$ cat config.mk
export PLATFORM = sky130hd
export DESIGN_NAME = fetch_unit
export DESIGN_NICKNAME = d
export VERILOG_FILES = /design/src/rtl/fetch_unit.sv
export SDC_FILE = /design/constraint.sdc
export NUM_CORES = 1
export LEC_CHECK = 0
export CAP_MARGIN = 20
export CORE_UTILIZATION = 40
export CTS_BUF_LIST = sky130_fd_sc_hd__clkbuf_8
export CTS_CLUSTER_DIAMETER = 100
export DETAILED_ROUTE_END_ITERATION = 16
export GPL_TIMING_DRIVEN = 0
export PLACE_DENSITY = 0.7
export SYNTH_ARGS = -nofsm -noshare
export SYNTH_HDL_FRONTEND = slang
export SYNTH_SLANG_ARGS = --single-unit
$ cat constraint.sdc
create_clock -name clk_i -period 4.3 [get_ports clk_i]
set_input_delay 1.075 -clock clk_i [delete_from_list [all_inputs] [get_ports clk_i]]
set_output_delay 1.075 -clock clk_i [all_outputs]
set_load 0.02 [all_outputs]
$ cat src/rtl/fetch_unit.sv
// Instruction fetch front end: issues one instruction-memory request at a time,
// holds the returned word for decode and handles redirects and stale responses.
module fetch_unit #(
    parameter int                    DATA_WIDTH = 32,
    parameter logic [DATA_WIDTH-1:0] RESET_PC   = '0
) (
    input  logic                  clk_i,
    input  logic                  rst_ni,
    input  logic                  take_i,
    input  logic [DATA_WIDTH-1:0] target_i,
    input  logic                  stall_i,
    output logic                  imem_req_o,
    output logic [DATA_WIDTH-1:0] imem_addr_o,
    input  logic                  imem_gnt_i,
    input  logic                  imem_rvalid_i,
    input  logic [DATA_WIDTH-1:0] imem_rdata_i,
    output logic                  instr_valid_o,
    input  logic                  instr_ready_i,
    output logic [DATA_WIDTH-1:0] instr_o,
    output logic [DATA_WIDTH-1:0] pc_o,
    output logic                  misalign_o,
    output logic [1:0]            state_o
);

    // Handshakes: a memory request transfers on a cycle with imem_req_o && imem_gnt_i;
    // an instruction transfers on a cycle with instr_valid_o && instr_ready_i, and
    // instr_o/pc_o are held stable while valid and not yet accepted.

    typedef enum logic [1:0] {
        ST_REQ  = 2'd0,
        ST_WAIT = 2'd1,
        ST_DROP = 2'd2
    } state_t;

    state_t                state_q, state_d;
    logic [DATA_WIDTH-1:0] pc_q;
    logic [DATA_WIDTH-1:0] req_addr_q;
    logic                  req_fire;
    logic                  capture;

    assign imem_req_o  = rst_ni && (state_q == ST_REQ) && !stall_i && !instr_valid_o && !take_i;
    assign imem_addr_o = pc_q;
    assign req_fire    = imem_req_o && imem_gnt_i;
    assign capture     = (state_q == ST_WAIT) && imem_rvalid_i && !take_i;
    assign state_o     = state_q;

    always_comb begin
        state_d = state_q;
        case (state_q)
            ST_REQ: begin
                if (req_fire) state_d = ST_WAIT;
            end
            ST_WAIT: begin
                if (take_i)             state_d = imem_rvalid_i ? ST_REQ : ST_DROP;
                else if (imem_rvalid_i) state_d = ST_REQ;
            end
            ST_DROP: begin
                // A redirect here only moves pc_q; the stale response is still owed.
                if (imem_rvalid_i) state_d = ST_REQ;
            end
            default: state_d = ST_REQ;
        endcase
    end

    always_ff @(posedge clk_i or negedge rst_ni) begin
        if (!rst_ni) begin
            state_q       <= ST_REQ;
            pc_q          <= RESET_PC;
            req_addr_q    <= '0;
            instr_valid_o <= 1'b0;
            instr_o       <= '0;
            pc_o          <= '0;
            misalign_o    <= 1'b0;
        end else begin
            state_q    <= state_d;
            misalign_o <= take_i && (target_i[1:0] != 2'b00);

            if (take_i) begin
                pc_q <= {target_i[DATA_WIDTH-1:2], 2'b00};
            end else if (req_fire) begin
                pc_q       <= pc_q + DATA_WIDTH'(4);
                req_addr_q <= pc_q;
            end

            if (take_i) begin
                instr_valid_o <= 1'b0;
            end else if (capture) begin
                instr_valid_o <= 1'b1;
                instr_o       <= imem_rdata_i;
                pc_o          <= req_addr_q;
            end else if (instr_valid_o && instr_ready_i) begin
                instr_valid_o <= 1'b0;
            end
        end
    end

endmodule
==> metrics, run 1 <==
outcome=complete, no violations; switch share=0.294; # Max-Cap Violations=0; Least-Margin Pin Slew=997 ps; post-CTS setup buffers=0; Crit. End Element=output port; die area=around 14000 um^2; Max IR drop VDD=around 0.21 mV; CTS tree=done; clock root buffer=clkbuf_8; cell row count=42; clock-pin slew on the worst setup and hold paths=70 ps; fin area=a little under 8000 um^2; Fin. Hold Viols=0; sequential cell area fraction in the yosys report=0.576; Core Box Area=13300 um^2; DR pass1 iterations=5; Crit-path slowest cell=clkdlybuf4s50_1; Post-Syn Instances=a little over 500; WP buf/inv=3; Distinct cells, synth=42; Clock Sinks=between 100 and 150; Layout area overhead=43.2%; Tot GR Track Use=0.227; synthesized area per cell=approximately 11 um^2; # nets final=770; first-pass GRT wire length=24.4 mm; setup_tns=0 ps; area of the mapped netlist=around 5500 um^2; clk_lat worst skew=450 ps; vias in the first global route=approximately 4700; Leakage=~3.5 nW; largest net degree at the start of global routing=50; Min Clock Period, post-route=~4000 ps; max-slew violation count=0; WL per Instance=16.9 um; critical path required time=between 3000 and 4000 ps; setup violators final=0; Die Span Y=~120 um; DRT Wirelength=between 10 and 15 mm; port buffer count=between 150 and 200; GR Overflow Total=0; DRT antenna net count=0; io pins=between 150 and 200; H-tree depth=4; clock share of power=0.294; Fin Hold WS=between 400 and 500 ps; RSZ-0062 raised after global routing=no; Yosys reg bits=between 100 and 150; Starting Density=0.412; Setup CP Type=in2out; DR iter-0 viols=313; Logic pwr share=0.266; antenna cells=0; Die X=about 120 um; Tcrit/Tclk final=0.959; antenna violations before repair=0; GP Congestion=~0.85; crit path max fanout=slightly below 50; Relative slew margins=0.330; commonest non-fill, non-tap cells in the layout=165 x clkdlybuf4s50_1, 126 x nand2_1, 126 x dfrtp_1, 63 x mux2_2, 27 x nand3_1; commonest non-fill, non-tap cell in the layout=clkdlybuf4s50_1; DP HPWL=around 11 mm; Int Pwr=2.52 mW; YS warnings=0; DR vias/cell=approximately 5.3; power density over the cells=455 nW/um^2; CP max stage delay=630 ps; HP Class=reg2reg; CP Data Arrival Time=just over 3000 ps; DP Area=7410 um^2; worst-path cell chain=buf_6 -> buf_16 -> or4b_4 -> nor3_1 -> clkdlybuf4s50_1; layout cells sized above 1=0.155; part of the power in registers=0.440; Final Power=roughly 3.6 mW; type of origin of the critical path=input port; FMAX=roughly 0.24 GHz; Psw=about 1.0 mW; Layout Skew=approximately 11 ps; DRC=0; DR vias=~4700; CP top delay family=buffers and inverters; CTS Buf Count=17; clock buffer depth=2
metal layers:
metal | GRT usage | part of all wire
met4 | 0.0910 | 0.022
met1 | 0.290 | 0.43
met2 | 0.355 | 0.48
met5 | 0 | 0
met3 | 0.0747 | 0.074
worst min-delay path, cell delays in order, from the launching register on:
cell and delay [ps]:
dfrtp_1 340, nand2_1 50, nand2_1 50
stage by stage:
| step | instances | worst slack (ps) | util |
|---|---|---|---|
| 2_1_floorplan | 510 | 1050 | - |
| 3_5_place_dp | 855 | -582 | 0.558 |
| 5_1_grt | 886 | 14.6 | 0.590 |
| 3_3_place_gp | 853 | -4020 | 0.555 |
| 6_report | 886 | 177 | 0.590 |
| 4_1_cts | 886 | 118 | 0.590 |
Yosys cell counts:
library cell	number	area [um^2]
dfrtp_1	126	3150
nand2_1	126	473
mux2_2	63	709
nand3_1	27	135
clkbuf_1	20	75.1
o21ai_0	20	100
nor2_1	14	52.6
o211ai_1	12	90.1
a22oi_1	9	67.6
nand4_1	9	56.3
nor3_1	7	35.0
a21oi_1	6	30.0
buf_2	5	25.0
nor2b_1	5	31.3
nor4_1	5	31.3
o311ai_0	5	43.8
or4_1	5	37.5
and3_1	4	25.0
buf_4	4	30.0
a221o_1	3	30.0
nand3b_1	3	22.5
or3_1	3	18.8
a21o_1	2	15.0
a31oi_1	2	12.5
and2_1	2	12.5
buf_1	2	7.51
inv_1	2	7.51
or4b_1	2	20.0
a31o_2	1	8.76
a32oi_1	1	8.76
a41oi_1	1	8.76
and2_0	1	6.26
and4_1	1	8.76
buf_6	1	11.3
conb_1	1	3.75
ha_1	1	12.5
nor3b_1	1	7.51
nor4b_2	1	15.0
o21a_1	1	7.51
or2_2	1	6.26
or4b_4	1	13.8
xnor2_1	1	8.76
state kept, by name, summed over array words and instances (netlist names):
signal         cells
imem_addr_o       30
instr_valid_o      1
state_o            2
misalign_o         1
req_addr_q        30
pc_o              30
instr_o           32
final cells by class:
type | count | area, um^2
Clock inverter | 11 | 125
Buffer | 31 | 148
Timing Repair Buffer | 170 | 1740
Multi-Input combinational cell | 350 | 2180
Fill cell | 1124 | 5450
Sequential cell | 126 | 3150
Inverter | 2 | 7.51
Tap cell | 176 | 220
Clock buffer | 20 | 275
power groups by stage:
stage               Sequential (mW)  Clock, mW  Combinational, mW
floorplan                      1.77          0              0.248
global placement               1.58          0              0.935
detailed placement             1.59          0              0.953
CTS                            1.57       1.08              0.960
global route                   1.61       1.13               1.02
finish                         1.57       1.05              0.950
worst paths after layout:
check / startpoint / end / slack, ps / cells past startpoint
worst max-delay path: rst_ni / imem_req_o / 180 / 5
worst min-delay path: req_addr_q[26] / req_addr_q[26] / 480 / 2
worst max register to register: state_o[0] / req_addr_q[30] / 1640 / 7
worst min register to register: req_addr_q[26] / req_addr_q[26] / 480 / 2
max in group asynchronous: rst_ni / req_addr_q[30] / 3010 / 2
min in group asynchronous: rst_ni / instr_o[31] / 560 / 1
cells by family after synthesis:
logic type,Yosys count,synth area share
multiplexers,63,0.130
adder cells (fa/ha/maj),1,0.00228
XOR/XNOR,1,0.00160
flip-flops,126,0.576
AO/OA/AOI/OAI,63,0.0772
AND/OR/NAND/NOR,218,0.184
buffers and inverters,34,0.0286
other,1,0.000685
what timing repair did:
item	CTS	global route
gates resized for setup	3	0
hold buffers	0	0
endpoints found under the hold margin	0	0
endpoints found under the setup margin	1	0
Power figures use the tool's default switching activity.
==> run 2, diff against run 1 <==
Clock period 4.3 ns to 4.78 ns, I/O delays scaled along.
==> metrics, run 2 (synthesis results as in run 1) <==
Logic pwr share=0.265 (about the same); DRT Wirelength=14.9 mm (-0.82%); crit path max fanout=10 (-80%); Tcrit/Tclk final=0.952; type of origin of the critical path=input port; CTS Buf Count=17 (unchanged); switch share=0.293 (-0.000577); DP HPWL=10.5 mm (unchanged); DR vias/cell=5.32 (+0.43%); vias in the first global route=4664 (-0.36%); H-tree depth=4 (unchanged); CTS tree=done; Clock Sinks=126 (unchanged); commonest non-fill, non-tap cells in the layout=166 x clkdlybuf4s50_1, 126 x nand2_1, 126 x dfrtp_1, 63 x mux2_2, 27 x nand3_1; largest reg by FF count=instr_o; FMAX=between 0.2 and 0.25 GHz; DRT antenna net count=0 (unchanged); clock share of power=0.294 (about the same); clk_lat worst skew=450 ps (about the same); Starting Density=0.412 (unchanged); setup violators final=0 (unchanged); Min Clock Period, post-route=between 4000 and 5000 ps; part of the power in registers=0.441 (about the same); die area=14200 um^2 (unchanged); fill count=1126 (+0.18%); HP Class=reg2reg; Least-Margin Pin Slew=969 ps (-27.3 ps); clock root buffer=clkbuf_8; final core utilization=0.588 (-0.00198); critical path required time=3590 ps (+370 ps); clock-pin slew on the worst setup and hold paths=60 ps (about the same); # Max-Cap Violations=0 (unchanged); max FFs per register=32 (unchanged); GR Overflow Total=0 (unchanged); RSZ-0062 raised after global routing=no; # nets final=770 (unchanged); clock buffer depth=2 (unchanged); WL per Instance=16.8 um (-0.82%); Psw=0.941 mW (-10%); max-slew violation count=0 (unchanged); io pins=172 (unchanged); Fin. Hold Viols=0 (unchanged); DR iter-0 viols=274 (-12%); antenna violations before repair=0 (unchanged); power density over the cells=410 nW/um^2 (-9.9%); DR vias=4716 (+0.43%); DRC=0 (unchanged); outcome=complete, no violations; DR pass1 iterations=5 (unchanged); Max IR drop VDD=0.185 mV (-10%); layout cells sized above 1=0.155 (unchanged); Crit. End Element=output port; Layout Skew=11.6 ps (+0.567 ps); Tot GR Track Use=0.224 (-0.00283); Layout area overhead=42.8%; Relative slew margins=0.349 (+0.0184); largest net degree at the start of global routing=81 (+62%); post-CTS setup buffers=0 (unchanged); cell row count=42 (unchanged); first-pass GRT wire length=24.2 mm (-1.1%); Int Pwr=2.27 mW (-10%); Leakage=3.45 nW (-0.48%); setup_tns=0 ps (unchanged); GP Congestion=0.848 (unchanged); Core Box Area=13300 um^2 (unchanged); port buffer count=167 (unchanged); Setup CP Type=in2out; Die Span Y=119 um (unchanged); commonest non-fill, non-tap cell in the layout=clkdlybuf4s50_1; antenna cells=0 (unchanged); CP Data Arrival Time=3360 ps (+310 ps); Die X=119 um (unchanged)
## run 2: changes by cell type in the layout (fill, tap and decap cells not counted), sizes merged
| cell | change |
|---|---|
| clkbuf | +1 |
| clkdlybuf4s50 | +1 |
| bufbuf | -1 |
| dlygate4sd2 | -1 |
## run 2: final timing paths
check	start	to	slack [ps]	cells after the start
setup / recovery	take_i	imem_req_o	230	6
max in group asynchronous	rst_ni	pc_o[18]	3370	2
hold / removal	req_addr_q[6]	req_addr_q[6]	480	2
setup reg to reg	state_o[0]	imem_addr_o[17]	2110	7
min in group asynchronous	rst_ni	instr_o[31]	680	1
hold reg to reg	req_addr_q[6]	req_addr_q[6]	480	2
## run 2: worst max-delay path, cell delays in order
cell and delay [ps]:
clkdlybuf4s50_1 450, clkbuf_2 250, clkbuf_2 290, clkbuf_2 310, nor3_1 230, clkdlybuf4s50_1 630
## run 2: power by group through the flow
stage          registers, mW  logic [mW]  clock network (mW)
2_1_floorplan           1.59       0.223                   0
3_3_place_gp            1.42       0.841                   0
3_5_place_dp            1.43       0.857                   0
4_1_cts                 1.41       0.860               0.970
5_1_grt                 1.44       0.911                1.02
6_report                1.41       0.851               0.943
## run 2: layout make-up
type	instances	area, um^2	area share
flip-flops and latches	126	3150	0.403
multi-input cells	350	2180	0.279
repair buffers	169	1710	0.218
clock buffers	20	275	0.0352
well taps	176	220	0.0282
plain buffers	32	153	0.0195
clock inverters	11	125	0.0160
inverters	2	7.51	0.000960
## run 2: metrics by stage
stage	setup WS (ps)	total power [mW]	cell area [um^2]	cells	hold WS, ps
floorplan	1290	1.82	5490	510	440
global placement	-3780	2.26	7380	853	454
finish	229	3.21	7820	886	475
global route	83.7	3.37	7820	886	493
detailed placement	-342	2.29	7410	855	461
CTS	42.3	3.24	7820	886	478
## run 2: repair_timing
action	in CTS	in global routing
resized for setup	2	2
hold buffers	0	0
setup endpoints to repair	1	1
## run 2: per-layer routing
layer | vias to the layer above | GRT usage | wire, um
met2 | 212 | 0.348 | 7070
met5 | - | 0 | 0
met1 | 2309 | 0.289 | 6390
li1 | 2169 | - | -
met4 | 0 | 0.0910 | 316
met3 | 26 | 0.0738 | 1090
==> run 3, diff against run 2 <==
Settings changed: CTS_CLUSTER_DIAMETER 100 to 200, GPL_TIMING_DRIVEN 0 to not set.
==> metrics, run 3 (synthesis results as in run 1) <==
outcome=complete, no violations; Die X=119 um (unchanged); post-CTS sizing=0 (-2); Fin Hold WS=479 ps (+3.77 ps); HP Class=reg2reg; WL per Instance=16.0 um (-4.4%); met2 WL post-DR=6.60 mm (-6.7%); critical path required time=3590 ps (about the same); # Max-Cap Violations=0 (unchanged); clock-pin slew on the worst setup and hold paths=70 ps (about the same); CTS Buf Count=17 (unchanged); crit path max fanout=3 (-7); DRT met1 WL=6.09 mm (-4.6%); largest reg by FF count=instr_o; DRT antenna net count=0 (unchanged); DP HPWL=9.57 mm (-9.2%); Crit-path slowest cell=clkdlybuf4s50_1; vias in the first global route=4495 (-3.6%); commonest non-fill, non-tap cells in the layout=165 x clkdlybuf4s50_1, 126 x nand2_1, 126 x dfrtp_1, 63 x mux2_2, 27 x nand3_1; CP max stage delay=630 ps (about the same); Crit. End Element=output port; antenna cells=0 (unchanged); top layer in use=met4; layout cells sized above 1=0.164 (+0.00955); placed cell count=831 (-2.8%); Least-Margin Pin Slew=902 ps (-66.9 ps); worst-path cell chain=clkdlybuf4s50_1 -> or4b_4 -> nor3_1 -> clkdlybuf4s50_1; DRT Wirelength=13.8 mm (-6.9%); DP Area=7310 um^2 (-1.4%); clock buffer depth=2 (unchanged); setup_tns=0 ps (unchanged); Fin. Hold Viols=0 (unchanged); wire length on met3=834 um (-23%); GR Overflow Total=0 (unchanged); Min Clock Period, post-route=4110 ps (-441 ps); Tcrit/Tclk final=0.860 (-0.0922); DR vias=4534 (-3.9%); post-CTS setup buffers=0 (unchanged); clk_lat worst skew=440 ps (about the same); FMAX=0.243 GHz (+11%); clock root buffer=clkbuf_8; type of origin of the critical path=input port; Post-CTS Hold Buffers=0 (unchanged); DR iter-0 viols=277 (+1.1%); Clock Sinks=126 (unchanged); die area=14200 um^2 (unchanged); CP startpoint=stall_i; antenna violations before repair=0 (unchanged); # nets final=746 (-3.1%); power density over the cells=436 nW/um^2 (+6.3%); max-slew violation count=0 (unchanged); setup violators final=0 (unchanged); Leakage=3.42 nW (-0.93%); final instance count without filler cells=863 (-2.6%); DRC=0 (unchanged); first-pass GRT wire length=22.8 mm (-5.5%); commonest non-fill, non-tap cell in the layout=clkdlybuf4s50_1; Core Box Area=13300 um^2 (unchanged); final core utilization=0.587 (about the same); port buffer count=167 (unchanged); Layout area overhead=42.6% (about the same); Layout Skew=9.10 ps (-2.48 ps); max FFs per register=32 (unchanged); io pins=172 (unchanged); H-tree depth=4 (unchanged); fin area=7810 um^2 (about the same); fill count=1124 (-0.18%); Setup CP Type=in2out; CP dominant cell by count=clkdlybuf4s50_1; cell row count=42 (unchanged); Max IR drop VDD=0.214 mV (+16%); CP Data Arrival Time=2920 ps (-440 ps); largest net degree at the start of global routing=58 (-28%); CTS tree=done; Starting Density=0.412 (unchanged); Relative slew margins=0.398 (+0.0496); DR vias/cell=5.25 (-1.3%); hold path startpoint=req_addr_q[15]; Tot GR Track Use=0.207 (-0.0174); RSZ-0062 raised after global routing=no; FF-to-FF Start=state_o[0]; GP Congestion=0.773 (-8.9%); DR pass1 iterations=4 (-1); Die Span Y=119 um (unchanged)
[run 3: cell count changes in the layout (fill, tap and decap cells not counted), moves of 3 or more]
| cell | previous run | this run |
|---|---|---|
| clkbuf_1 | 17 | 0 |
| buf_4 | 4 | 10 |
| buf_2 | 6 | 1 |
| bufinv_16 | 3 | 7 |
| inv_1 | 6 | 2 |
| clkbuf_2 | 3 | 0 |
| clkbuf_8 | 20 | 17 |
| clkinvlp_4 | 0 | 3 |
[run 3: cell type report]
cell class | count | area [um^2] | share of cell area
repair buffers | 177 | 1740 | 0.223
multi-input cells | 350 | 2190 | 0.280
inverters | 2 | 7.51 | 0.000961
clock buffers | 17 | 234 | 0.0300
flip-flops and latches | 126 | 3150 | 0.404
well taps | 176 | 220 | 0.0282
clock inverters | 15 | 265 | 0.0340
[run 3: worst paths after layout]
check	to	slack, ps	depth (start not counted)
setup / recovery	imem_req_o	670	4
hold / removal	req_addr_q[15]	480	2
setup reg to reg	imem_addr_o[9]	1800	5
hold reg to reg	req_addr_q[15]	480	2
max in group asynchronous	req_addr_q[19]	3190	2
min in group asynchronous	req_addr_q[28]	610	1
[run 3: power by group]
| part | internal, mW | total [mW] | switching [mW] | leakage [nW] |
|---|---|---|---|---|
| Sequential | 1.27 | 1.41 | 0.142 | 1.61 |
| Clock | 0.726 | 1.16 | 0.431 | 0.242 |
| Combinational | 0.444 | 0.836 | 0.392 | 1.56 |
[run 3: worst max-delay path: cells and delay by family]
kind	cells	cell delay, ps
buf+inv	2	1030
simple gates	2	690
[run 3: metal layers]
layer / track usage / vias to the layer above
met5: 0 / -
li1: - / 2116
met3: 0.0498 / 26
met2: 0.325 / 194
met4: 0.103 / 0
met1: 0.267 / 2198
[run 3: stage by stage]
step	setup WS, ps	total power, mW
final	669	3.41
after global routing	586	3.57
after CTS	657	3.44
after detailed placement	657	2.28
after global placement	672	2.25
after floorplan	1290	1.82
